===== src/rtl/uart_pkg.sv =====
// Shared types and constants for the UART hex block receiver.
// Holds the receive FSM encoding and the ASCII code points used by the hex decoder.
package uart_pkg;

    typedef enum logic [2:0] {
        IDLE   = 3'd0,
        START  = 3'd1,
        DATA   = 3'd2,
        PARITY = 3'd3,
        STOP   = 3'd4
    } rx_state_t;

    localparam int NIBBLE_W = 4;

    localparam logic [7:0] ASCII_0       = 8'h30;
    localparam logic [7:0] ASCII_9       = 8'h39;
    localparam logic [7:0] ASCII_UA      = 8'h41;
    localparam logic [7:0] ASCII_UF      = 8'h46;
    localparam logic [7:0] ASCII_LA      = 8'h61;
    localparam logic [7:0] ASCII_LF      = 8'h66;
    localparam logic [7:0] ASCII_CR      = 8'h0D;
    localparam logic [7:0] ASCII_LF_CHAR = 8'h0A;

endpackage


===== src/rtl/ascii_to_num.sv =====
// Combinational ASCII hex digit decoder, the inverse of num_to_ASCII.
// Flags hex digits (either case) and CR/LF end-of-line characters.
module ascii_to_num (
    input  logic [7:0] ascii,
    output logic [3:0] num,
    output logic       is_hex,
    output logic       is_eol
);
    import uart_pkg::*;

    // Classify the byte and map hex digits to their 4-bit value
    always_comb begin
        num    = 4'h0;
        is_hex = 1'b0;
        is_eol = 1'b0;
        if ((ascii >= ASCII_0) && (ascii <= ASCII_9)) begin
            num    = 4'(ascii - ASCII_0);
            is_hex = 1'b1;
        end else if ((ascii >= ASCII_UA) && (ascii <= ASCII_UF)) begin
            num    = 4'(ascii - ASCII_UA + 8'd10);
            is_hex = 1'b1;
        end else if ((ascii >= ASCII_LA) && (ascii <= ASCII_LF)) begin
            num    = 4'(ascii - ASCII_LA + 8'd10);
            is_hex = 1'b1;
        end else if ((ascii == ASCII_CR) || (ascii == ASCII_LF_CHAR)) begin
            is_eol = 1'b1;
        end else begin
            is_hex = 1'b0;
        end
    end

endmodule


===== src/rtl/uart_hex_block_rx.sv =====
// UART receiver that turns a stream of ASCII hex digits into BLOCK_SIZE-bit words.
// Define UART_RX_PARITY_EN to add an even-parity bit between the data bits and the stop bit.
module uart_hex_block_rx #(
    parameter int DATA_SIZE  = 8,
    parameter int BLOCK_SIZE = 128,
    parameter int OVERSAMPLE = 16
) (
    input  logic                  clk,
    input  logic                  reset,
    input  logic                  sample_tick,
    input  logic                  rxd,
    output logic [BLOCK_SIZE-1:0] block_out,
    output logic                  block_valid,
    output logic                  char_err,
    output logic                  busy
);
    import uart_pkg::*;

    localparam int TICK_W  = $clog2(OVERSAMPLE);
    localparam int BIT_W   = $clog2(DATA_SIZE + 1);
    localparam int NIBBLES = BLOCK_SIZE / NIBBLE_W;
    localparam int NCNT_W  = $clog2(NIBBLES + 1);

    localparam logic [TICK_W-1:0] HALF_LAST = TICK_W'(OVERSAMPLE / 2 - 1);
    localparam logic [TICK_W-1:0] FULL_LAST = TICK_W'(OVERSAMPLE - 1);
    localparam logic [BIT_W-1:0]  BIT_LAST  = BIT_W'(DATA_SIZE - 1);
    localparam logic [NCNT_W-1:0] NIB_LAST  = NCNT_W'(NIBBLES - 1);

    logic [1:0]            sync_r;
    logic                  rxd_s;
    rx_state_t             state_r, state_s;
    logic [TICK_W-1:0]     tick_cnt_r, tick_cnt_s;
    logic [BIT_W-1:0]      bit_cnt_r, bit_cnt_s;
    logic [DATA_SIZE-1:0]  shift_r, shift_s;
    logic                  brk_r, brk_s;
    logic                  char_ready_r, char_ready_s;
    logic                  bad_char_s;
`ifdef UART_RX_PARITY_EN
    logic                  par_err_r, par_err_s;
`endif

    logic [7:0]            char_byte_s;
    logic [3:0]            nib_s;
    logic                  is_hex_s, is_eol_s;
    logic [BLOCK_SIZE-1:0] acc_r, acc_shift_s;
    logic [NCNT_W-1:0]     nib_cnt_r;
    logic [BLOCK_SIZE-1:0] block_out_r;
    logic                  block_valid_r, char_err_r, busy_r;

`ifdef UART_RX_PARITY_EN
    function automatic logic even_parity_err(input logic [DATA_SIZE-1:0] data, input logic par_bit);
        return ^{data, par_bit};
    endfunction
`endif

    assign rxd_s       = sync_r[1];
    assign char_byte_s = 8'(shift_r);
    assign acc_shift_s = {acc_r[BLOCK_SIZE-NIBBLE_W-1:0], nib_s};

    // Frame FSM next state: start detect, mid-bit sampling and stop/break handling
    always_comb begin
        state_s      = state_r;
        tick_cnt_s   = tick_cnt_r;
        bit_cnt_s    = bit_cnt_r;
        shift_s      = shift_r;
        brk_s        = brk_r;
        char_ready_s = 1'b0;
        bad_char_s   = 1'b0;
`ifdef UART_RX_PARITY_EN
        par_err_s    = par_err_r;
`endif
        if (sample_tick) begin
            case (state_r)
                IDLE: begin
                    if (!rxd_s) begin
                        state_s    = START;
                        tick_cnt_s = {TICK_W{1'b0}};
                    end else begin
                        state_s = IDLE;
                    end
                end
                START: begin
                    if (tick_cnt_r == HALF_LAST) begin
                        tick_cnt_s = {TICK_W{1'b0}};
                        bit_cnt_s  = {BIT_W{1'b0}};
`ifdef UART_RX_PARITY_EN
                        par_err_s  = 1'b0;
`endif
                        // A line that is high again at mid start bit was only a glitch
                        state_s    = rxd_s ? IDLE : DATA;
                    end else begin
                        tick_cnt_s = tick_cnt_r + 1'b1;
                    end
                end
                DATA: begin
                    if (tick_cnt_r == FULL_LAST) begin
                        tick_cnt_s = {TICK_W{1'b0}};
                        shift_s    = {rxd_s, shift_r[DATA_SIZE-1:1]};
                        if (bit_cnt_r == BIT_LAST) begin
`ifdef UART_RX_PARITY_EN
                            state_s = PARITY;
`else
                            state_s = STOP;
`endif
                        end else begin
                            bit_cnt_s = bit_cnt_r + 1'b1;
                        end
                    end else begin
                        tick_cnt_s = tick_cnt_r + 1'b1;
                    end
                end
`ifdef UART_RX_PARITY_EN
                PARITY: begin
                    if (tick_cnt_r == FULL_LAST) begin
                        tick_cnt_s = {TICK_W{1'b0}};
                        par_err_s  = even_parity_err(shift_r, rxd_s);
                        state_s    = STOP;
                    end else begin
                        tick_cnt_s = tick_cnt_r + 1'b1;
                    end
                end
`endif
                STOP: begin
                    if (brk_r) begin
                        // Break: hold here until the line idles high again
                        if (rxd_s) begin
                            brk_s   = 1'b0;
                            state_s = IDLE;
                        end else begin
                            state_s = STOP;
                        end
                    end else if (tick_cnt_r == FULL_LAST) begin
                        tick_cnt_s = {TICK_W{1'b0}};
                        if (rxd_s) begin
                            state_s = IDLE;
`ifdef UART_RX_PARITY_EN
                            char_ready_s = !par_err_r;
                            bad_char_s   = par_err_r;
`else
                            char_ready_s = 1'b1;
`endif
                        end else begin
                            bad_char_s = 1'b1;
                            brk_s      = 1'b1;
                        end
                    end else begin
                        tick_cnt_s = tick_cnt_r + 1'b1;
                    end
                end
                default: begin
                    state_s = IDLE;
                end
            endcase
        end else begin
            state_s = state_r;
        end
    end

    // Synchroniser and frame FSM registers
    always_ff @(posedge clk or posedge reset) begin
        if (reset) begin
            sync_r       <= 2'b11;
            state_r      <= IDLE;
            tick_cnt_r   <= {TICK_W{1'b0}};
            bit_cnt_r    <= {BIT_W{1'b0}};
            shift_r      <= {DATA_SIZE{1'b0}};
            brk_r        <= 1'b0;
            char_ready_r <= 1'b0;
`ifdef UART_RX_PARITY_EN
            par_err_r    <= 1'b0;
`endif
        end else begin
            sync_r       <= {sync_r[0], rxd};
            state_r      <= state_s;
            tick_cnt_r   <= tick_cnt_s;
            bit_cnt_r    <= bit_cnt_s;
            shift_r      <= shift_s;
            brk_r        <= brk_s;
            char_ready_r <= char_ready_s;
`ifdef UART_RX_PARITY_EN
            par_err_r    <= par_err_s;
`endif
        end
    end

    ascii_to_num u_ascii_to_num (
        .ascii  (char_byte_s),
        .num    (nib_s),
        .is_hex (is_hex_s),
        .is_eol (is_eol_s)
    );

    // Nibble accumulator, block completion and registered status outputs
    always_ff @(posedge clk or posedge reset) begin
        if (reset) begin
            acc_r         <= {BLOCK_SIZE{1'b0}};
            nib_cnt_r     <= {NCNT_W{1'b0}};
            block_out_r   <= {BLOCK_SIZE{1'b0}};
            block_valid_r <= 1'b0;
            char_err_r    <= 1'b0;
            busy_r        <= 1'b0;
        end else begin
            block_valid_r <= 1'b0;
            char_err_r    <= bad_char_s;
            busy_r        <= (state_s != IDLE);
            if (char_ready_r) begin
                if (is_hex_s) begin
                    if (nib_cnt_r == NIB_LAST) begin
                        block_out_r   <= acc_shift_s;
                        block_valid_r <= 1'b1;
                        acc_r         <= {BLOCK_SIZE{1'b0}};
                        nib_cnt_r     <= {NCNT_W{1'b0}};
                    end else begin
                        acc_r     <= acc_shift_s;
                        nib_cnt_r <= nib_cnt_r + 1'b1;
                    end
                end else if (is_eol_s) begin
                    acc_r     <= {BLOCK_SIZE{1'b0}};
                    nib_cnt_r <= {NCNT_W{1'b0}};
                end else begin
                    char_err_r <= 1'b1;
                end
            end else begin
                acc_r <= acc_r;
            end
        end
    end

    assign block_out   = block_out_r;
    assign block_valid = block_valid_r;
    assign char_err    = char_err_r;
    assign busy        = busy_r;

endmodule


===== config.mk =====
export PLATFORM = sky130hd
export DESIGN_NAME = uart_hex_block_rx
export DESIGN_NICKNAME = d
export VERILOG_FILES = /design/src/rtl/uart_pkg.sv /design/src/rtl/ascii_to_num.sv /design/src/rtl/uart_hex_block_rx.sv
export SDC_FILE = /design/constraint.sdc
export NUM_CORES = 1
export LEC_CHECK = 0
export ABC_AREA = 1
export CORE_AREA = 2 2 146 148
export DETAILED_ROUTE_END_ITERATION = 7
export DIE_AREA = 0 0 148 150
export GPL_TIMING_DRIVEN = 0
export PLACE_DENSITY = 0.79
export SYNTH_ARGS = -nofsm -noshare
export SYNTH_HDL_FRONTEND = slang
export SYNTH_SLANG_ARGS = --single-unit

===== constraint.sdc =====
create_clock -name clk -period 13.35 [get_ports clk]
set_input_delay 2.67 -clock clk [delete_from_list [all_inputs] [get_ports clk]]
set_output_delay 2.67 -clock clk [all_outputs]
set_load 0.03 [all_outputs]

==> results.md <==
* Final clock period utilization by the worst path at 0.321
* Count of antenna-violating nets left after detailed routing at 0
* P_leak at 7.69 nW
* DP Wirelength at 15,800 um
* Final worst setup slack at 9060 ps
* Area share of the largest cell type after synthesis at 0.624
* Clock Pin Slew Worst Setup and Hold Paths at 60 ps
* Class of the most critical hold timing path: flop to flop
* Crit path launch type: flop
* Number of DRC markers in iteration 0 at 541
* Number of synthesized flops with an enable pin at 0
* Global placer's final weighted congestion at 0.790
* Sum of internal, switching and leakage power at 0.00172 W
* Placeable core region at 20,700 um2
* Number of register bits inferred by synthesis at 284
* Number of hold violations in the final report at 0
* Share of the yosys chip area belonging to registers at 0.629
* Critical Path Max Stage Delay at 690 ps
* Multi-input combinational cell area at 3680 um2
* Antenna violations before repair at 0
* Via total after detailed routing at 8,601
* Hold-fix buffers at CTS at 0
* Clk buf depth at 3
* Number of buffers and inverters on the critical path at 1
* Commonest cells in the netlist: 827 x sky130_fd_sc_hd__nand2_1, 282 x sky130_fd_sc_hd__dfrtp_1, 28 x sky130_fd_sc_hd__buf_2
* Transition time at the pin with the least slew margin at 708 ps
* Avg Inst Size Synth at 8.74 um2
* Critical path capture point type: output pin
* Slew headroom at 0.528
* Unrepaired setup endpoints after global routing: no
* Placed cells at 1,705
* Number of primary I/O pins at 135
* TritonCTS clock tree: done
* Post-layout minimum cycle time at 4290 ps
* Residual overflow from global routing at 0
* CP required at 10,680 ps
* Layout filler cell count at 1,644
* Max-cap viol count at 0
* Clock Skews at 13.8 ps
* Final core utilization at 0.677
* Root buffer cell: sky130_fd_sc_hd__clkbuf_16
* Post-Syn Nets at 1,305
* Antenna cells at 0
* Max Transition Viols Final at 0
* Post-route standard cell area excluding fillers at 14,000 um2
* Resize count post-CTS at 0
* Critical-path cell list: clkdlybuf4s50_1
* Netlist area before placement at 11,300 um2
* Post-route DRC violation count at 0
* Top fanout value on the critical path at 2
* Maximum number of pins on one net before global-route repair at 136
* Synth Warn # at 0
* Layout net count at 1,471
* Largest voltage drop on the vdd net at 0.0951 mV
* Dominant cells by area after synthesis: sky130_fd_sc_hd__dfrtp_1 62%, sky130_fd_sc_hd__nand2_1 27%, sky130_fd_sc_hd__buf_6 1.9%
* Area overhead of the layout relative to synthesis at 24.0%
* Post-CTS Setup Repair Bufs at 0
* Library cell with the largest summed area after synthesis: sky130_fd_sc_hd__dfrtp_1
* Number of buffers created by CTS at 28
* Post-synthesis cell count at 1,294
* Pre-CTS setup slack at 9180 ps
* GRT Total Usage at 0.218
* Pre-Repair DR Iteration Count at 5
* Result of the run: completed
* Std-Cell Rows at 53
* CTS Sinks at 284
* Max Clock Freq at 0.233 GHz
* Instance area after placement at 13,100 um2
* Most common cell in the netlist: sky130_fd_sc_hd__nand2_1
* Worst-Skew Late Latency at 530 ps
* Routed WL at 23,500 um
* Cell with the largest stage delay on the worst path: sky130_fd_sc_hd__clkdlybuf4s50_1
* Data arrival time at the worst-slack endpoint at 1620 ps
* Die height at 150 um
* Die area at 22,200 um2
* Number of global-route vias before repair at 8,500
* Total of endpoints with negative setup slack in the final report at 0
* Average wire per standard cell at 13.4 um
* FF+latch area at 7110 um2
* Count of buffers inserted at the top-level ports at 134
* Die width at 148 um
* Critical path's top delay family: buffers and inverters
* Cell variety after synth at 25
* Share of synthesized registers carrying an async set or reset at 1.00
* Initial cell density of the core at 0.546
* Ratio of cells with drive above 1 in the final layout at 0.0770
* Classification of the worst setup path: flop to output pin
* PD cells at 123 nW/um2
* H-tree level count at 1
* Wire length of the first global-routing pass at 40,000 um
* Average via count per standard cell at 4.90
* Final Instance Count excl. Fillers at 1,755
* Most used DFF post-synth: sky130_fd_sc_hd__dfrtp_1
==> metrics by stage <==
stage	hold slack, ps	TNS [ps]
3_3_place_gp	347	-92760
6_report	357	0
2_1_floorplan	345	0
3_5_place_dp	348	0
5_1_grt	361	0
4_1_cts	359	0
==> layout make-up <==
cell class,instances,area share
flip-flops and latches,284,0.507
repair buffers,136,0.0996
plain buffers,56,0.0288
inverters,30,0.00857
clock buffers,39,0.0573
well taps,275,0.0246
multi-input cells,924,0.263
clock inverters,11,0.0113
==> routing by layer <==
| layer | vias up | GRT usage | share of wire |
|---|---|---|---|
| li1 | 4270 | - | - |
| met1 | 4114 | 0.306 | 0.45 |
| met2 | 183 | 0.359 | 0.47 |
| met3 | 34 | 0.0375 | 0.056 |
| met4 | 0 | 0.0529 | 0.017 |
| met5 | - | 0 | 0 |
==> final timing paths <==
check,start,to,slack (ps),depth (start not counted)
max,block_out[65]$_DFFE_PP0P_,block_out[65],9060,1
min,sync_r[0]$_DFF_PP1_,sync_r[1]$_DFF_PP1_,360,0
max reg2reg,char_byte_s[1]$_DFFE_PP0P_,block_out[53]$_DFFE_PP0P_,11160,11
min reg2reg,sync_r[0]$_DFF_PP1_,sync_r[1]$_DFF_PP1_,360,0
max in group asynchronous,reset,tick_cnt_r[0]$_DFFE_PP0P_,9820,3
min in group asynchronous,reset,block_out[104]$_DFFE_PP0P_,2550,2
==> flip-flops by register name, summed over array words and instances, names as in the netlist <==
signal and count:
nib_cnt_r 6, char_ready_r 1, state_r 3, char_byte_s 8
busy 1, tick_cnt_r 4, block_valid 1, sync_r 2
bit_cnt_r 4, char_err 1, block_out 128, brk_r 1
acc_r 124
==> cells by family after synthesis <==
logic type	synth area share
buffers and inverters	0.0456
xor gates and xnor gates	0.00387
and+or+nand+nor	0.300
AOI/OAI and AO/OA	0.0128
DFF	0.629
muxes	0.000885
adders and majority gates	0.00775
==> layout by cell type (no fill, tap or decap), types with 2 or more instances in the layout <==
cell | netlist | layout
sky130_fd_sc_hd__a21oi_1 | 3 | 3
sky130_fd_sc_hd__inv_2 | 4 | 4
sky130_fd_sc_hd__buf_16 | 0 | 2
sky130_fd_sc_hd__nand3_2 | 4 | 4
sky130_fd_sc_hd__xor2_1 | 3 | 3
sky130_fd_sc_hd__nand2_1 | 827 | 827
sky130_fd_sc_hd__bufinv_16 | 0 | 4
sky130_fd_sc_hd__dfrtp_1 | 282 | 282
sky130_fd_sc_hd__or2_2 | 3 | 3
sky130_fd_sc_hd__buf_2 | 28 | 28
sky130_fd_sc_hd__buf_4 | 4 | 4
sky130_fd_sc_hd__inv_1 | 26 | 25
sky130_fd_sc_hd__clkbuf_8 | 0 | 4
sky130_fd_sc_hd__dfstp_2 | 2 | 2
sky130_fd_sc_hd__clkbuf_16 | 0 | 29
sky130_fd_sc_hd__xnor2_1 | 2 | 2
sky130_fd_sc_hd__ha_1 | 7 | 7
sky130_fd_sc_hd__nand4_1 | 4 | 4
sky130_fd_sc_hd__clkinv_2 | 0 | 6
sky130_fd_sc_hd__o21ai_0 | 26 | 26
sky130_fd_sc_hd__clkbuf_1 | 5 | 11
sky130_fd_sc_hd__clkdlybuf4s50_1 | 0 | 134
sky130_fd_sc_hd__nor2_1 | 20 | 20
sky130_fd_sc_hd__buf_6 | 19 | 19
sky130_fd_sc_hd__nand3_1 | 19 | 19
==> power by group <==
group / switching, W / total [W] / internal [W]
Clock: 0.000317 / 0.000811 / 0.000495
Combinational: 0.0000298 / 0.0000407 / 0.0000109
Sequential: 0.00000528 / 0.000872 / 0.000867
Note: power is estimated with default switching activity, not from simulation.
